## src/rtl/act_xmem_loader_pkg.sv

```systemverilog
// Shared definitions for the X_MEM activation loader: FSM state encoding,
// default word/address widths, tile-half width and a lane-sum helper used
// by the optional running checksum (ACT_LOADER_CKSUM_EN).
package act_loader_pkg;

  typedef enum logic [1:0] {
    ST_IDLE = 2'd0,
    ST_LOAD = 2'd1,
    ST_DONE = 2'd2
  } state_e;

  localparam int WORD_W = 32;
  localparam int ADDR_W = 11;
  localparam int TILE_W = 16;

  // Sum of the eight unsigned 4-bit lanes of one X_MEM word.
  function automatic logic [15:0] lane_sum(input logic [WORD_W-1:0] w);
    logic [15:0] s;
    s = '0;
    for (int i = 0; i < WORD_W / 4; i++) begin
      s = s + 16'(w[4*i +: 4]);
    end
    return s;
  endfunction

endpackage

```

## src/rtl/act_xmem_loader_interleave.sv

```systemverilog
// Combinational 2-bit activation packer: lane i of the output word carries
// tile1's 2-bit activation i in its MSB pair and tile0's in its LSB pair.
module act_2b_interleave
  import act_loader_pkg::*;
(
  input  logic [TILE_W-1:0] tile0_i,
  input  logic [TILE_W-1:0] tile1_i,
  output logic [WORD_W-1:0] word_o
);

  for (genvar i = 0; i < WORD_W / 4; i++) begin : g_lane
    assign word_o[4*i+3:4*i] = {tile1_i[2*i+1:2*i], tile0_i[2*i+1:2*i]};
  end

endmodule

```

## src/rtl/act_xmem_loader.sv

```systemverilog
// X_MEM write-port feeder. Takes a valid/ready stream of activation words for
// one batch and issues CEN/WEN/A/D writes one cycle after each handshake,
// optionally interleaving two 16-bit tiles in 2-bit activation mode.
// Optional feature: define ACT_LOADER_CKSUM_EN to add a running 16-bit lane
// checksum output (cksum) over all words written in the batch.
module act_xmem_loader
  import act_loader_pkg::*;
#(
  parameter int bw     = 4,
  parameter int row    = 8,
  parameter int addr_w = ADDR_W
) (
  input  logic                clk,
  input  logic                reset,
  input  logic                act_2b_mode,
  input  logic                start,
  input  logic [addr_w-1:0]   base_addr,
  input  logic [addr_w-1:0]   num_words,
  input  logic                in_valid,
  output logic                in_ready,
  input  logic [bw*row-1:0]   in_data,
  output logic                CEN_xmem,
  output logic                WEN_xmem,
  output logic [addr_w-1:0]   A_xmem,
  output logic [bw*row-1:0]   D_xmem,
  output logic                busy,
  output logic                done
`ifdef ACT_LOADER_CKSUM_EN
  ,
  output logic [15:0]         cksum
`endif
);

  localparam int DW = bw * row;

  state_e              state_q;
  logic [addr_w-1:0]   cnt_q;
  logic [addr_w-1:0]   base_q;
  logic [addr_w-1:0]   num_q;
  logic                mode_q;
  logic                cen_q;
  logic                wen_q;
  logic [addr_w-1:0]   a_q;
  logic [DW-1:0]       d_q;
  logic                done_q;

  logic [DW-1:0]       il_word;
  logic [DW-1:0]       packed_word;
  logic                hs;

  act_2b_interleave u_interleave (
    .tile0_i (in_data[TILE_W-1:0]),
    .tile1_i (in_data[WORD_W-1:TILE_W]),
    .word_o  (il_word)
  );

  // Mode is the copy latched at start, so mid-batch toggles have no effect.
  assign packed_word = mode_q ? il_word : in_data;

  // Ready depends on state alone; no combinational path from in_valid.
  assign in_ready = (state_q == ST_LOAD);
  assign hs       = in_valid && (state_q == ST_LOAD);
  assign busy     = (state_q != ST_IDLE);
  assign done     = done_q;
  assign CEN_xmem = cen_q;
  assign WEN_xmem = wen_q;
  assign A_xmem   = a_q;
  assign D_xmem   = d_q;

  // Batch FSM with registered write-port outputs; each write lands the cycle
  // after its handshake, and done is raised together with the final write.
  always_ff @(posedge clk or negedge reset) begin
    if (!reset) begin
      state_q <= ST_IDLE;
      cnt_q   <= '0;
      base_q  <= '0;
      num_q   <= '0;
      mode_q  <= 1'b0;
      cen_q   <= 1'b1;
      wen_q   <= 1'b1;
      a_q     <= '0;
      d_q     <= '0;
      done_q  <= 1'b0;
    end else begin
      // Idle the write port unless this cycle carries a handshake; A/D hold.
      cen_q  <= 1'b1;
      wen_q  <= 1'b1;
      done_q <= 1'b0;
      case (state_q)
        ST_IDLE: begin
          if (start) begin
            base_q <= base_addr;
            num_q  <= num_words;
            mode_q <= act_2b_mode;
            cnt_q  <= '0;
            if (num_words == '0) begin
              // Empty batch: report completion without touching memory.
              state_q <= ST_DONE;
              done_q  <= 1'b1;
            end else begin
              state_q <= ST_LOAD;
            end
          end
        end
        ST_LOAD: begin
          if (hs) begin
            cen_q <= 1'b0;
            wen_q <= 1'b0;
            a_q   <= base_q + cnt_q;  // wraps naturally at 2^addr_w
            d_q   <= packed_word;
            cnt_q <= cnt_q + addr_w'(1);
            if (cnt_q == num_q - addr_w'(1)) begin
              state_q <= ST_DONE;
              done_q  <= 1'b1;
            end
          end
        end
        ST_DONE: begin
          state_q <= ST_IDLE;
        end
        default: begin
          state_q <= ST_IDLE;
        end
      endcase
    end
  end

`ifdef ACT_LOADER_CKSUM_EN
  logic [15:0] cksum_q;

  assign cksum = cksum_q;

  // Running lane checksum of written words; updated on the same edge as the
  // write register so the total is complete in the done cycle.
  always_ff @(posedge clk or negedge reset) begin
    if (!reset) begin
      cksum_q <= '0;
    end else if ((state_q == ST_IDLE) && start) begin
      cksum_q <= '0;
    end else if (hs) begin
      cksum_q <= cksum_q + lane_sum(packed_word);
    end
  end
`endif

endmodule

```

## config.mk

```make
export PLATFORM = sky130hd
export DESIGN_NAME = act_xmem_loader
export DESIGN_NICKNAME = d
export VERILOG_FILES = /design/src/rtl/act_xmem_loader_pkg.sv /design/src/rtl/act_xmem_loader_interleave.sv /design/src/rtl/act_xmem_loader.sv
export SDC_FILE = /design/constraint.sdc
export NUM_CORES = 1
export LEC_CHECK = 0
export CAP_MARGIN = 5
export CORE_ASPECT_RATIO = 0.5
export CORE_MARGIN = 8
export CORE_UTILIZATION = 30
export DETAILED_ROUTE_END_ITERATION = 16
export PLACE_DENSITY_LB_ADDON = 0.3
export SKIP_LAST_GASP = 1
export SYNTH_ARGS = -nofsm -noshare
export SYNTH_HDL_FRONTEND = slang
export SYNTH_SLANG_ARGS = --single-unit
```

## constraint.sdc

```tcl
create_clock -name clk -period 2.9 [get_ports clk]
set_input_delay 0.435 -clock clk [delete_from_list [all_inputs] [get_ports clk]]
set_output_delay 0.435 -clock clk [all_outputs]
set_load 0.005 [all_outputs]
```

### After elaboration in Yosys (flattened, before gate mapping)

Index checks and enable logic that the tools add are counted.

| word-level totals | value |
|---|---|
| flip-flop bits (word level) | 81 |
| latch bits | 0 |
| bits in writable memories | 0 |
| ROM bits | 0 |
| input bits | 59 |
| output and inout port bits | 48 |
| word-level logic and storage cells | 42 |
| memories | 0 |

| cells by class | value |
|---|---|
| add/sub/neg operators | 3 |
| $mul | 0 |
| divide/modulo/power cells | 0 |
| order comparisons | 0 |
| equal/unequal tests | 5 |
| shift-type cells | 0 |
| multiplexer cells | 16 |
| bitwise operators | 0 |
| reductions and logical operators | 9 |

Operators by type and width:

| cell | count |
|---|---|
| 30-bit 2-to-1 mux | 1 |
| 11-bit 2-to-1 mux | 2 |
| 11-bit case mux with 2 select lines | 1 |
| 11-bit by 1-bit adder with 11-bit output (second input constant) | 1 |
| 11-bit adder | 1 |
| 11-bit == test | 1 |
| 11-bit logical NOT | 1 |
| 11-bit by 1-bit subtractor with 11-bit output (second input constant) | 1 |
| 2-bit 2-to-1 mux | 4 |
| 1-bit 2-to-1 mux | 6 |
| 3-bit AND reduction | 2 |
| 2-bit by 1-bit != test with 1-bit output (second input constant) | 2 |
| 2-bit case mux with 2 select lines | 1 |
| 2-bit AND reduction | 2 |
| 2-bit nonzero test | 2 |
| 2-bit by 1-bit == test with 1-bit output (second input constant) | 1 |
| 2-bit logical NOT | 1 |
| 2-bit != test (second input constant) | 1 |
| 1-bit case mux with 2 select lines | 1 |
| 1-bit logical AND | 1 |

### Depth between registers and ports, before layout

| depth | value |
|---|---|
| depth in word-level cells | 5 |
| mapped depth | 8 |
| gate-level depth less buffers | 8 |

### Cells and area by module

From an unflattened synthesis, not the netlist that was laid out.

| unflattened totals | value |
|---|---|
| cell total of the unflattened synthesis | 493 |
| area total of the unflattened synthesis | 4,454.3 sq um |

By module, submodules not included:

| module | instances | cells each | area an instance (sq um) | seq. area each (sq um) |
|---|---|---|---|---|
| act_xmem_loader | 1 | 461 | 4,214.0 | 2,028.2 |
| act_2b_interleave | 1 | 32 | 240.2 | 0.0 |

### Worst setup path before layout

OpenSTA, ideal clock, no wires.

| path | value |
|---|---|
| path kind | register -> register |
| start point | register num_q[0] |
| end point | register state_q[0] |
| library setup time | 0.124 ns |
| arrival time | 1.895 ns |
| required time | 2.776 ns |
| path slack | 0.882 ns |
| cell stages (with the launch flop) | 8 |
| period minus slack after synthesis | 2.018 ns |
| cell sequence | dfrtp_1 inv_1 ha_1 nor4b_2 nand2_1 o311ai_0 o22ai_1 o31a_1 |

| between the ends | value |
|---|---|
| longest elaborated chain between the ends | 4 |

Ends and longest elaborated chain:

| what | line | RTL |
|---|---|---|
| from (decl) | act_xmem_loader.sv:39 | `logic [addr_w-1:0] num_q;` |
| from (signal assigned) | act_xmem_loader.sv:93 | `num_q <= num_words;` |
| 11-bit by 1-bit subtractor with 11-bit output | act_xmem_loader.sv:112 | `if (cnt_q == num_q - addr_w'(1)) begin` |
| 11-bit == test | act_xmem_loader.sv:112 |  |
| 2-bit by 1-bit != test with 1-bit output (no source line) | - |  |
| 3-bit AND reduction (no source line) | - |  |
| to (signal assigned) | act_xmem_loader.sv:113 | `state_q <= ST_DONE;` |
| to (signal assigned) | act_xmem_loader.sv:119 | `state_q <= ST_IDLE;` |
| to (signal assigned) | act_xmem_loader.sv:122 | `state_q <= ST_IDLE;` |
| to (decl) | act_xmem_loader.sv:36 | `state_e state_q;` |

Every way passes these cells.
A chain may end at the register's enable or synchronous reset.

### Final worst setup path

Same ends and word-level chain as after synthesis.

==> impl_results.md <==
* Most frequent cells in the layout: 129 x nand2_1, 105 x clkdlybuf4s50_1, 80 x dfrtp_1, 30 x o21ai_1, 29 x mux2i_1
* Final Cycle Share at 79.18%
* CP required at 3120 ps
* Gr ovfl total at 0
* Clk sink count at 81
* Fillcell total at 1,352
* Crit path max fanout at 4
* Yosys warning count at 0
* Die area at 18,330 um^2
* CTS Buffer Depth at 2
* Cell Area, Synth at 4217 um^2
* Initial antenna violation count at 0
* Chip width at 183.7 um
* Clock Tree Root: clkbuf_16
* Finish-stage setup viols at 0
* Routed via count at 3,493
* Post-synthesis sequential area ratio at 48.10%
* Vias in the first global route at 3,547
* Drt pass-1 iters at 4
* Nets at 625
* Max Slew Vio Count at 0
* Hold slack at 76.70 ps
* PD cells at 573.2 nW/um^2
* CTS Buf Count at 9
* Post-synth EDFFs at 0
* TritonCTS clock tree: built
* Tmin final at 2296 ps
* Latest clock arrival within the worst-skew pair at 330 ps
* Setup bufs post-CTS at 0
* Die Height at 99.83 um
* Worst-path clk slew at 60 ps
* Global Route Usage Sum at 11.95%
* Crit start category: flip-flop
* Hold Crit Class: input port to async pin
* Placed Cells at 734
* Placer Congestion at 0.8256
* Hold Buf Count CTS at 0
* Initial Util at 30.95%
* Routed WL at 10.78 mm
* Setup Total Neg Slack at 0 ps
* Vias per inst at 4.657
* F_max at 0.4355 GHz
* Worst clock skew at 4.005 ps
* N_diodes at 0
* DRC errors left at 0
* Worst setup EP type: flip-flop
* DR iter-0 viols at 143
* Core area at 13,630 um^2
* Post-DRT Antenna Nets at 0
* Top FF cell, synth: dfrtp_1
* Max-Cap Viols at 0
* Syn Inst Count at 452
* Status: complete, no violations
* H-tree depth at 3
* Mean Syn Cell Area at 9.329 um^2
* Peak supply drop at 257.4 uV
* Post-DR wirelength/cell at 14.37 um
* Worst Path Class, Setup: flip-flop to flip-flop
* Slew @ Worst Pin at 788.5 ps
* Post-CTS resize count at 0
* Number of synthesized register bits at 81
* Post-synth ARST share at 100.0%
* Arr. time, crit path at 2510 ps
* Register area at 2028 um^2
* Largest net degree at the start of global routing at 52
* Final instance count without filler cells at 750
* Leakage power at 0.002518 uW
* I/O Buffers at 106
* Mapped Nets at 524
* RSZ-0062 raised after global routing: false
* Max-slew headroom at 47.31%
* Dpl hpwl at 8.246 mm
* Layout cells sized above 1 at 5.556%
* Multi-input logic area at 2063 um^2
* Global-route wire length before repair at 17.93 mm
* Post-route total power at 3346 uW
* Final hold vios at 0
* Area grow syn2layout at 38.43%
* I/O Pins at 107
* Cell Rows at 30
* Synth unique cells at 56
* Commonest non-fill, non-tap cell in the layout: nand2_1
-- synthesized netlist by cell type (all sizes together), types with 4 or more instances --
| cell type | n | area (um^2) |
|---|---|---|
| nand2 | 129 | 484.2 |
| dfrtp | 80 | 2002 |
| o21ai | 43 | 215.2 |
| mux2i | 29 | 290.3 |
| clkbuf | 15 | 56.30 |
| ha | 12 | 150.1 |
| xnor2 | 12 | 105.1 |
| xor2 | 12 | 105.1 |
| inv | 11 | 41.29 |
| nor2 | 11 | 41.29 |
| nand3 | 9 | 45.04 |
| a21oi | 8 | 43.79 |
| buf | 6 | 27.52 |
| nor3 | 6 | 30.03 |
| o31ai | 6 | 45.04 |
| nor4 | 5 | 46.29 |
| nand4 | 4 | 25.02 |
| o211ai | 4 | 30.03 |
-- area by class of cell --
cell class	count	area share (%)
Tap cell	192	4.116
Inverter	11	0.7074
Timing Repair Buffer	111	19.42
Sequential cell	81	34.75
Clock inverter	5	1.329
Clock buffer	11	4.330
Multi-Input combinational cell	339	35.35
-- flip-flops by register name, indices dropped and copies added (netlist names) --
signal	flops
num_q	11
A_xmem	11
WEN_xmem	1
base_q	11
mode_q	1
state_q	2
cnt_q	11
done	1
D_xmem	32
-- where the power goes --
group	switching [uW]	total [uW]	leakage [uW]	internal, uW
logic	323	725	0.00134	402
clock network	441	1240	0.000162	798
registers	131	1380	0.00102	1250
-- cell families after synthesis --
family | Yosys count | share of synthesized area (%)
buf+inv | 32 | 2.967
compound gates | 84 | 12.46
mux | 29 | 6.884
fa+ha+maj | 13 | 4.036
flops | 81 | 48.10
xor+xnor | 24 | 4.985
simple gates | 189 | 20.56
-- worst paths after layout --
path	start	to	slack (ps)	cells after the start
max reg2reg	num_q[0]$_DFFE_PN0P_	state_q[0]$_DFFE_PN0P_	600	7
max in group asynchronous	reset	WEN_xmem$_DFF_PN1_	2160	2
min reg2reg	A_xmem[0]$_DFFE_PN0P_	A_xmem[0]$_DFFE_PN0P_	470	2
min in group clk	A_xmem[0]$_DFFE_PN0P_	A_xmem[0]$_DFFE_PN0P_	470	2
max	num_q[0]$_DFFE_PN0P_	state_q[0]$_DFFE_PN0P_	600	7
min	reset	done$_DFF_PN0_	80	1
-- per-stage QoR --
stage / area, um^2 / setup slack [ps] / util (%)
2_1_floorplan: 4217 / 881.5 / -
3_3_place_gp: 5507 / 744.5 / 40.41
3_5_place_dp: 5507 / 638.3 / 40.41
4_1_cts: 5837 / 624.5 / 42.84
5_1_grt: 5837 / 463.1 / 42.84
6_report: 5837 / 603.7 / 42.84
-- critical path, stage by stage (launching register included) --
cell and delay (ps):
dfrtp_1 420, inv_1 100, ha_1 210, nor4b_2 420
nand2_1 130, o311ai_0 460, o22ai_1 160, o31a_1 300
-- routing by layer --
layer / GRT usage, % / part of all wire [%]
met1: 15.25 / 48
met2: 19.90 / 46
met3: 3.280 / 4.9
met4: 2.795 / 0.79
met5: 0 / 0
(Power assumes the default switching activity.)
